<file path="src/rtl/mdiv_unit.sv">
// Iterative restoring divider for DIV/DIVU/REM/REMU, one quotient bit per cycle.
// Optional one-entry result cache enabled by defining DIV_RESULT_CACHE_EN.
module mdiv_unit #(
  parameter int WIDTH = 32,
  parameter int TAG_W = 5
) (
  input  logic             clk,
  input  logic             rst,
  input  logic             req_valid,
  output logic             req_ready,
  input  logic [1:0]       req_op,
  input  logic [WIDTH-1:0] req_a,
  input  logic [WIDTH-1:0] req_b,
  input  logic [TAG_W-1:0] req_tag,
  input  logic             flush,
  output logic             resp_valid,
  input  logic             resp_ready,
  output logic [WIDTH-1:0] resp_data,
  output logic [TAG_W-1:0] resp_tag
);
  localparam int CW = $clog2(WIDTH);
  localparam logic [CW-1:0] LAST = CW'(WIDTH - 1);
  localparam logic [WIDTH-1:0] INT_MIN = {1'b1, {(WIDTH-1){1'b0}}};

  typedef enum logic [1:0] {IDLE, CALC, DONE} state_t;

  state_t           state;
  logic [CW-1:0]    cnt;
  logic             op_rem;
  logic [TAG_W-1:0] tag_q;
  logic             neg_q, neg_r;
  logic [WIDTH-1:0] rem_q, quo_q, dvs_q;

  // Request decode on raw operands
  logic             signed_op, a_neg, b_neg, div0, ovf;
  logic [WIDTH-1:0] a_mag, b_mag, spec_q, spec_r;

  always_comb begin
    signed_op = ~req_op[0];
    a_neg     = signed_op & req_a[WIDTH-1];
    b_neg     = signed_op & req_b[WIDTH-1];
    a_mag     = a_neg ? -req_a : req_a;
    b_mag     = b_neg ? -req_b : req_b;
    div0      = (req_b == '0);
    ovf       = signed_op && (req_a == INT_MIN) && (req_b == '1);
    spec_q    = div0 ? '1 : req_a;
    spec_r    = div0 ? req_a : '0;
  end

  // One restoring step; the final step's results also feed the sign fix
  logic [WIDTH:0]   partial, trial;
  logic [WIDTH-1:0] rem_nx, quo_nx, fin_q, fin_r;

  always_comb begin
    partial = {rem_q, quo_q[WIDTH-1]};
    trial   = partial - {1'b0, dvs_q};
    rem_nx  = trial[WIDTH] ? partial[WIDTH-1:0] : trial[WIDTH-1:0];
    quo_nx  = {quo_q[WIDTH-2:0], ~trial[WIDTH]};
    fin_q   = neg_q ? -quo_nx : quo_nx;
    fin_r   = neg_r ? -rem_nx : rem_nx;
  end

  logic             hit;
  logic [WIDTH-1:0] hit_data;

`ifdef DIV_RESULT_CACHE_EN
  logic             c_vld, c_u, pu_q;
  logic [WIDTH-1:0] c_a, c_b, c_q, c_r, pa_q, pb_q;

  always_comb begin
    hit      = c_vld && (req_a == c_a) && (req_b == c_b) && (req_op[0] == c_u);
    hit_data = req_op[1] ? c_r : c_q;
  end
`else
  always_comb begin
    hit      = 1'b0;
    hit_data = '0;
  end
`endif

  assign req_ready = (state == IDLE) && !flush && !rst;

  always_ff @(posedge clk or posedge rst) begin
    if (rst) begin
      state      <= IDLE;
      cnt        <= '0;
      op_rem     <= 1'b0;
      tag_q      <= '0;
      neg_q      <= 1'b0;
      neg_r      <= 1'b0;
      rem_q      <= '0;
      quo_q      <= '0;
      dvs_q      <= '0;
      resp_valid <= 1'b0;
      resp_data  <= '0;
      resp_tag   <= '0;
`ifdef DIV_RESULT_CACHE_EN
      c_vld <= 1'b0;
      c_u   <= 1'b0;
      c_a   <= '0;
      c_b   <= '0;
      c_q   <= '0;
      c_r   <= '0;
      pu_q  <= 1'b0;
      pa_q  <= '0;
      pb_q  <= '0;
`endif
    end else if (flush) begin
      // Abort wins over everything, including a coincident response handshake
      state      <= IDLE;
      cnt        <= '0;
      resp_valid <= 1'b0;
    end else begin
      case (state)
        IDLE: begin
          if (req_valid) begin
            op_rem <= req_op[1];
            tag_q  <= req_tag;
            if (hit) begin
              state      <= DONE;
              resp_valid <= 1'b1;
              resp_data  <= hit_data;
              resp_tag   <= req_tag;
            end else if (div0 || ovf) begin
              state      <= DONE;
              resp_valid <= 1'b1;
              resp_data  <= req_op[1] ? spec_r : spec_q;
              resp_tag   <= req_tag;
`ifdef DIV_RESULT_CACHE_EN
              c_vld <= 1'b1;
              c_u   <= req_op[0];
              c_a   <= req_a;
              c_b   <= req_b;
              c_q   <= spec_q;
              c_r   <= spec_r;
`endif
            end else begin
              state <= CALC;
              cnt   <= '0;
              rem_q <= '0;
              quo_q <= a_mag;
              dvs_q <= b_mag;
              neg_q <= a_neg ^ b_neg;
              neg_r <= a_neg;
`ifdef DIV_RESULT_CACHE_EN
              pu_q <= req_op[0];
              pa_q <= req_a;
              pb_q <= req_b;
`endif
            end
          end
        end
        CALC: begin
          rem_q <= rem_nx;
          quo_q <= quo_nx;
          cnt   <= cnt + 1'b1;
          if (cnt == LAST) begin
            state      <= DONE;
            cnt        <= '0;
            resp_valid <= 1'b1;
            resp_data  <= op_rem ? fin_r : fin_q;
            resp_tag   <= tag_q;
`ifdef DIV_RESULT_CACHE_EN
            c_vld <= 1'b1;
            c_u   <= pu_q;
            c_a   <= pa_q;
            c_b   <= pb_q;
            c_q   <= fin_q;
            c_r   <= fin_r;
`endif
          end
        end
        DONE: begin
          if (resp_ready) begin
            state      <= IDLE;
            resp_valid <= 1'b0;
          end
        end
        default: state <= IDLE;
      endcase
    end
  end
endmodule
</file>
<file path="config.mk">
export PLATFORM = sky130hd
export DESIGN_NAME = mdiv_unit
export DESIGN_NICKNAME = d
export VERILOG_FILES = /design/src/rtl/mdiv_unit.sv
export SDC_FILE = /design/constraint.sdc
export NUM_CORES = 1
export LEC_CHECK = 0
export ABC_AREA = 0
export CAP_MARGIN = 25
export CORE_MARGIN = 1.5
export CORE_UTILIZATION = 40
export DETAILED_ROUTE_END_ITERATION = 10
export MAX_ROUTING_LAYER = met4
export PLACE_DENSITY = 0.68
export SLEW_MARGIN = 5
export SYNTH_ARGS = -nofsm -noshare
export SYNTH_HDL_FRONTEND = slang
export SYNTH_SLANG_ARGS = --single-unit
</file>
<file path="constraint.sdc">
create_clock -name clk -period 14.3 [get_ports clk]
set_input_delay 2.145 -clock clk [delete_from_list [all_inputs] [get_ports clk]]
set_output_delay 2.145 -clock clk [all_outputs]
set_load 0.01 [all_outputs]
</file>
==> results of run 1 <==
-- worst max path at each step --
stage | startpoint | end | cells past startpoint
detailed placement | quo_q[31]$_DFFE_PP0P_ | resp_data[26]$_DFFE_PP0P_ | 25
floorplan | rst | req_ready | 2
CTS | quo_q[31]$_DFFE_PP0P_ | resp_data[26]$_DFFE_PP0P_ | 25
global placement | rem_q[25]$_DFFE_PP0P_ | resp_data[26]$_DFFE_PP0P_ | 21
finish | quo_q[31]$_DFFE_PP0P_ | resp_data[28]$_DFFE_PP0P_ | 25
global route | quo_q[31]$_DFFE_PP0P_ | resp_data[28]$_DFFE_PP0P_ | 25
-- cell usage after synthesis, types with 15 or more instances --
cell type | n | area share [%]
nor3_1 | 42 | 1.7
ha_1 | 42 | 4.2
mux2i_1 | 28 | 2.2
inv_1 | 63 | 1.9
dfrtp_1 | 149 | 30
nand4_1 | 19 | 0.95
buf_2 | 27 | 1.1
a21oi_1 | 153 | 6.1
mux2_2 | 18 | 1.6
o31ai_1 | 58 | 3.5
nand2_1 | 213 | 6.4
o21ai_0 | 166 | 6.6
xnor2_1 | 63 | 4.4
nor4_1 | 16 | 0.80
or3_1 | 21 | 1.0
nand3_1 | 39 | 1.6
nor2_1 | 143 | 4.3
and2_1 | 15 | 0.75
a31oi_1 | 17 | 0.85
xor2_1 | 65 | 4.5
clkbuf_1 | 60 | 1.8
-- state kept, by name, indices dropped and copies added, names as in the netlist --
signal / count
rem_q: 32
tag_q: 5
op_rem: 1
quo_q: 32
resp_tag: 5
resp_valid: 1
neg_r: 1
dvs_q: 32
resp_data: 32
state: 2
cnt: 5
neg_q: 1
-- per-stage QoR --
step	total power [W]	cell area, sq um
6_report	0.00252	14600
3_3_place_gp	0.00201	14000
2_1_floorplan	0.00161	12600
4_1_cts	0.00250	14500
5_1_grt	0.00270	14600
3_5_place_dp	0.00203	14000
-- report_power, final --
part           internal (W)  switching [W]
registers          0.000571       0.000127
clock network      0.000244       0.000214
logic              0.000532       0.000827
total               0.00135        0.00117
-- cell type report --
type	instances	share of cell area (%)
clock buffer	17	2.92
multi-input combinational	1326	56.5
sequential	149	25.6
inverter	63	1.66
tap	396	3.40
clock inverter	14	0.978
timing repair buffer	131	8.97
antenna	1	0.0172
-- worst min-delay path, stage by stage (launching register included) --
cell     delay, ns
dfrtp_1       0.34
nand2_1       0.04
o21ai_0       0.06
-- layer usage --
metal | track usage, % | up-vias | routed length [um]
met3 | 3.07 | 83 | 1870
met4 | 9.95 | 0 | 1490
li1 | - | 6000 | -
met2 | 41.3 | 422 | 19200
met1 | 31.4 | 6023 | 17600
met5 | - | - | 0
-- cell families (layout without fill, tap and decap cells) --
| family | Yosys count | in the layout |
|---|---|---|
| simple gates | 572 | 572 |
| other cells | 0 | 1 |
| fa+ha+maj | 46 | 46 |
| flops | 149 | 149 |
| compound gates | 534 | 534 |
| xor+xnor | 128 | 128 |
| mux | 46 | 46 |
| buf+inv | 157 | 225 |
==> results.py, run 1 <==
metrics = {
    "status": {
        "status": "finished, violations left",
        "violations": "design-rule violations",
    },
    "routing": {
        "drcViolationCount": 4,
        "postRouteWirelength_mm": 40.1,
        "num_vias": 12500,
        "first_pass_iters": 11,
        "final_antenna_net_count": 0,
        "wire_per_inst_um": 19.1,
        "drtIter0Drc": 1111,
        "via_per_inst": 5.97,
    },
    "timing": {
        "min_period_ns": 7.07,
        "finalClockSkew_ns": 0.0124,
        "max_freq_mhz": 141,
        "relSlewSlack_pct": 31.4,
        "fin_ws_ns": 7.23,
        "tns_ns": 0,
        "hold_viol": 0,
        "fin_crit_sh_pct": 49.5,
        "drv_slew": 0,
        "worst_hold_slack_ns": 0.482,
        "setup_viol": 0,
        "rsz0062_at_grt": "no",
        "tightest_slew_ns": 1.03,
    },
    "finish": {
        "multi_input_area_sq_um": 8240,
        "nFillCells": 3061,
        "syn_to_final_growth_pct": 16.2,
        "final_util_pct": 47.4,
        "nets": 1807,
        "regArea_sq_um": 3730,
        "fin_cells": 2097,
        "drive_above_1_share_pct": 6.12,
        "layout_common_cells": "nand2_1 (213), o21ai_0 (166), a21oi_1 (153)",
        "layout_commonest_cell": "nand2_1",
    },
    "synthesis": {
        "synth_compound_area_share_pct": 26.5,
        "synth_ff_type": "dfrtp_1",
        "synthSimpleGateAreaFrac_pct": 21.4,
        "ys_warn_count": 0,
        "synthMuxAreaShare_pct": 3.85,
        "synth_xor_area_share_pct": 8.93,
        "yosysUniqueCellTypes": 95,
        "ys_seq_area_share_pct": 29.7,
        "synth_edf_count": 0,
        "ys_ff_latch": 149,
        "async_reset_ff_share_pct": 100,
        "syn_inst": 1632,
        "synthesis.nets": 1751,
        "syn-mean-instance-area_sq_um": 7.69,
        "syn_area_sq_um": 12600,
        "synthAdderAreaFrac_pct": 4.58,
        "synth_top_family_by_area": "compound AO/OA/AOI/OAI gates",
    },
    "power_and_ir_drop": {
        "irDropWorstVdd_mv": 0.111,
        "powerDensity_nw_per_um2": 172,
        "p_leak_nw": 5.98,
    },
    "worst_hold_path": {
        "holdCritPathClass": "flip-flop to flip-flop",
        "hold-path-endpoint": "resp_tag[2]$_DFFE_PP0P_",
        "hold_depth": 2,
        "min_from": "resp_tag[2]$_DFFE_PP0P_",
    },
    "worst_setup_path": {
        "rr_startpoint": "quo_q[31]$_DFFE_PP0P_",
        "crit_buf_inv": 6,
        "worstSetupEndpointType": "flip-flop",
        "worstSetupPathType": "flip-flop to flip-flop",
        "reg2reg_depth": 25,
        "reg2reg_slack_ns": 7.23,
        "cp_common_cell": "inv_1",
        "required_ns": 14.65,
        "r2r-end": "resp_data[28]$_DFFE_PP0P_",
        "cp-start-kind": "flip-flop",
        "cp_top_family": "compound AO/OA/AOI/OAI gates",
        "worstPathArrival_ns": 7.42,
        "max_stage_delay_ns": 0.75,
        "cpMaxStageDelayCell": "a222oi_1",
        "crit_fanout": 39,
    },
    "place": {
        "placed_cells": 2063,
        "gp_congestion": 0.920,
        "dp_slack_ns": 7.35,
        "port_buffers": 114,
        "dp_hpwl_mm": 29.4,
    },
    "die": {
        "die_area_sq_um": 32500,
        "die_y_um": 180,
        "fp.dieW_um": 180,
        "start_util_pct": 40.8,
        "core_area_sq_um": 30700,
        "rows": 64,
        "num_io_pins": 115,
    },
    "global_routing": {
        "antenna_found_initial": 1,
        "grt_overflow": 0,
        "grt_pass1_vias": 11800,
        "gr-usage-all-layers_pct": 25.1,
        "grt_max_degree": 114,
        "grt_pass1_wl_mm": 63.4,
    },
    "cts": {
        "post-cts-setup-buffers": 0,
        "cts.path.max_buffers": 2,
        "cts_resized": 0,
        "cts.hold.buffers_added": 0,
        "cts_buffers": 17,
        "cts_sinks": 149,
        "cts_tree": "built",
        "h-tree-depth": 4,
        "worstSkewPairLatency_ns": 0.44,
        "cts.clk_slew.worst_paths_ns": 0.07,
        "root_buffer": "clkbuf_16",
    },
    "run": {
        "maxCapViolCount": 0,
    },
}
Note: power is estimated with default switching activity, not from simulation.
==> run 2, diff against run 1 <==
==> constraint.sdc (replaced) <==
create_clock -name clk -period 7.4 [get_ports clk]
set_input_delay 1.11 -clock clk [delete_from_list [all_inputs] [get_ports clk]]
set_output_delay 1.11 -clock clk [all_outputs]
set_load 0.01 [all_outputs]
==> results.py, run 2 (synthesis gave the netlist of run 1 again) <==
metrics = {
    "timing": {
        "fin_crit_sh_pct": 83.4,
        "rsz0062_at_grt": "no",
        "hold_viol": 0,
        "setup_viol": 0,
        "min_period_ns": 6.17,
        "finalClockSkew_ns": 0.0108,
        "tightest_slew_ns": 1.02,
        "max_freq_mhz": 162,
        "tns_ns": 0,
        "relSlewSlack_pct": 31.3,
        "drv_slew": 0,
    },
    "global_routing": {
        "grt_pass1_vias": 11900,
        "gr-usage-all-layers_pct": 25.7,
        "grt_max_degree": 114,
        "grt_overflow": 0,
        "grt_pass1_wl_mm": 65.0,
        "antenna_found_initial": 0,
    },
    "place": {
        "gp_congestion": 0.923,
        "placed_cell_area_sq_um": 14000,
        "dp_hpwl_mm": 29.9,
        "port_buffers": 114,
    },
    "finish": {
        "nets": 1811,
        "layout_commonest_cell": "nand2_1",
        "syn_to_final_growth_pct": 16.7,
        "fin_area_sq_um": 14600,
        "final_util_pct": 47.6,
        "layout_common_cells": "nand2_1 (213), o21ai_0 (166), a21oi_1 (153)",
        "antenna_cells": 0,
        "drive_above_1_share_pct": 6.16,
        "nFillCells": 3069,
    },
    "power_and_ir_drop": {
        "seqPwrFrac_pct": 27.5,
        "irDropWorstVdd_mv": 0.209,
        "clock_power_share_pct": 18.7,
        "internal_power_w": 0.00268,
        "power.share.switching_pct": 45.7,
        "powerDensity_nw_per_um2": 337,
        "p_leak_nw": 6.02,
        "pwr-share-comb_pct": 53.8,
        "switching_power_w": 0.00225,
    },
    "die": {
        "num_io_pins": 115,
        "core_area_sq_um": 30700,
        "die_y_um": 180,
        "fp.dieW_um": 180,
        "die_area_sq_um": 32500,
        "start_util_pct": 40.8,
        "rows": 64,
    },
    "worst_setup_path": {
        "crit_start": "quo_q[31]$_DFFE_PP0P_",
        "cp_common_cell": "inv_1",
        "cpMaxStageDelayCell": "a222oi_1",
        "crit_fanout": 18,
        "max_stage_delay_ns": 0.84,
        "worstSetupPathType": "flip-flop to flip-flop",
        "rr_startpoint": "quo_q[31]$_DFFE_PP0P_",
        "cp-start-kind": "flip-flop",
        "reg2reg_slack_ns": 1.23,
        "reg2reg_depth": 24,
        "r2r-end": "resp_data[28]$_DFFE_PP0P_",
        "cp.depth": 24,
        "required_ns": 7.75,
        "worstSetupEndpointType": "flip-flop",
        "crit_buf_inv": 5,
        "worstPathArrival_ns": 6.53,
        "crit_path_cell_trace": "inv_1 > ha_1 > inv_1 > fa_1 > a211oi_2 > o21ai_2 > o2111a_1 > o21a_1 > nor3_4 > buf_4 > nor2_4 > inv_1 > mux2_2 > inv_1 > ha_1 > nand2_1 > or4_1 > nor3_1 > o21ai_1 > a222oi_1 > nand3_2 > nor4b_2 > o21ai_1 > a311oi_2",
        "crit_end": "resp_data[28]$_DFFE_PP0P_",
        "cp_top_family": "compound AO/OA/AOI/OAI gates",
    },
    "run": {
        "maxCapViolCount": 0,
    },
    "worst_hold_path": {
        "holdCritPathClass": "flip-flop to flip-flop",
    },
    "cts": {
        "cts.hold.buffers_added": 0,
        "post-cts-setup-buffers": 0,
        "cts.path.max_buffers": 2,
        "cts_resized": 0,
        "root_buffer": "clkbuf_16",
        "h-tree-depth": 4,
        "worstSkewPairLatency_ns": 0.44,
        "cts.clk_slew.worst_paths_ns": 0.07,
        "cts_buffers": 17,
        "cts_tree": "built",
        "cts_sinks": 149,
    },
    "routing": {
        "num_vias": 12600,
        "postRouteWirelength_mm": 41.0,
        "first_pass_iters": 10,
        "drcViolationCount": 5,
        "drtIter0Drc": 1293,
        "final_antenna_net_count": 0,
        "wire_per_inst_um": 19.5,
        "via_per_inst": 6.01,
    },
    "status": {
        "violations": "design-rule violations",
        "status": "finished, violations left",
    },
}
==> run 2: worst reg2reg max path, stage by stage, from the launching register on <==
cell,delay [ns]
dfrtp_1,0.41
inv_1,0.09
ha_1,0.19
inv_1,0.07
fa_1,0.44
a211oi_2,0.37
o21ai_2,0.17
o2111a_1,0.29
o21a_1,0.26
nor3_4,0.17
buf_4,0.28
nor2_4,0.05
inv_1,0.13
mux2_2,0.36
inv_1,0.08
ha_1,0.19
nand2_1,0.08
or4_1,0.47
nor3_1,0.17
o21ai_1,0.11
a222oi_1,0.84
nand3_2,0.22
nor4b_2,0.30
o21ai_1,0.12
a311oi_2,0.26
==> run 2: routing by layer <==
layer  global-route usage [%]  share of wire, %  up-vias
li1                         -                 -     6001
met5                        -                 0        -
met1                     32.9                44     6052
met4                     9.41               2.9        0
met3                     3.27               5.2       75
met2                     41.7                48      483
==> run 2: how the worst min path moves through the flow <==
stage / start / to / slack [ns] / cells past startpoint
global placement: resp_tag[1]$_DFFE_PP0P_ / resp_tag[1]$_DFFE_PP0P_ / 0.47 / 2
CTS: resp_data[12]$_DFFE_PP0P_ / resp_data[12]$_DFFE_PP0P_ / 0.48 / 1
detailed placement: resp_data[12]$_DFFE_PP0P_ / resp_data[12]$_DFFE_PP0P_ / 0.47 / 1
global route: resp_tag[2]$_DFFE_PP0P_ / resp_tag[2]$_DFFE_PP0P_ / 0.52 / 2
floorplan: rem_q[30]$_DFFE_PP0P_ / rem_q[30]$_DFFE_PP0P_ / 0.46 / 2
finish: resp_data[12]$_DFFE_PP0P_ / resp_data[12]$_DFFE_PP0P_ / 0.48 / 1
==> run 2: power by group through the flow <==
| stage | sequential (W) | combinational [W] | clock [W] |
|---|---|---|---|
| floorplan | 0.00133 | 0.00177 | 0 |
| global route | 0.00139 | 0.00292 | 0.000958 |
| global placement | 0.00137 | 0.00254 | 0 |
| CTS | 0.00137 | 0.00258 | 0.000923 |
| detailed placement | 0.00138 | 0.00257 | 0 |
| finish | 0.00136 | 0.00265 | 0.000922 |
==> run 2: cell type report <==
class	instances	area [sq um]	area share (%)
Inverter	63	241	1.65
Clock buffer	22	464	3.17
Multi-Input combinational cell	1326	8240	56.3
Tap cell	396	495	3.38
Clock inverter	9	128	0.871
Sequential cell	149	3730	25.5
Timing Repair Buffer	135	1350	9.22
==> run 2: metrics by stage <==
step / power, W / setup slack, ns / hold WS [ns] / std cells
detailed placement: 0.00395 / 1.39 / 0.469 / 2066
finish: 0.00493 / 1.23 / 0.478 / 2100
global placement: 0.00391 / 1.53 / 0.467 / 2066
floorplan: 0.00310 / 1.64 / 0.459 / 1632
CTS: 0.00488 / 1.32 / 0.484 / 2097
global route: 0.00527 / 0.867 / 0.518 / 2100
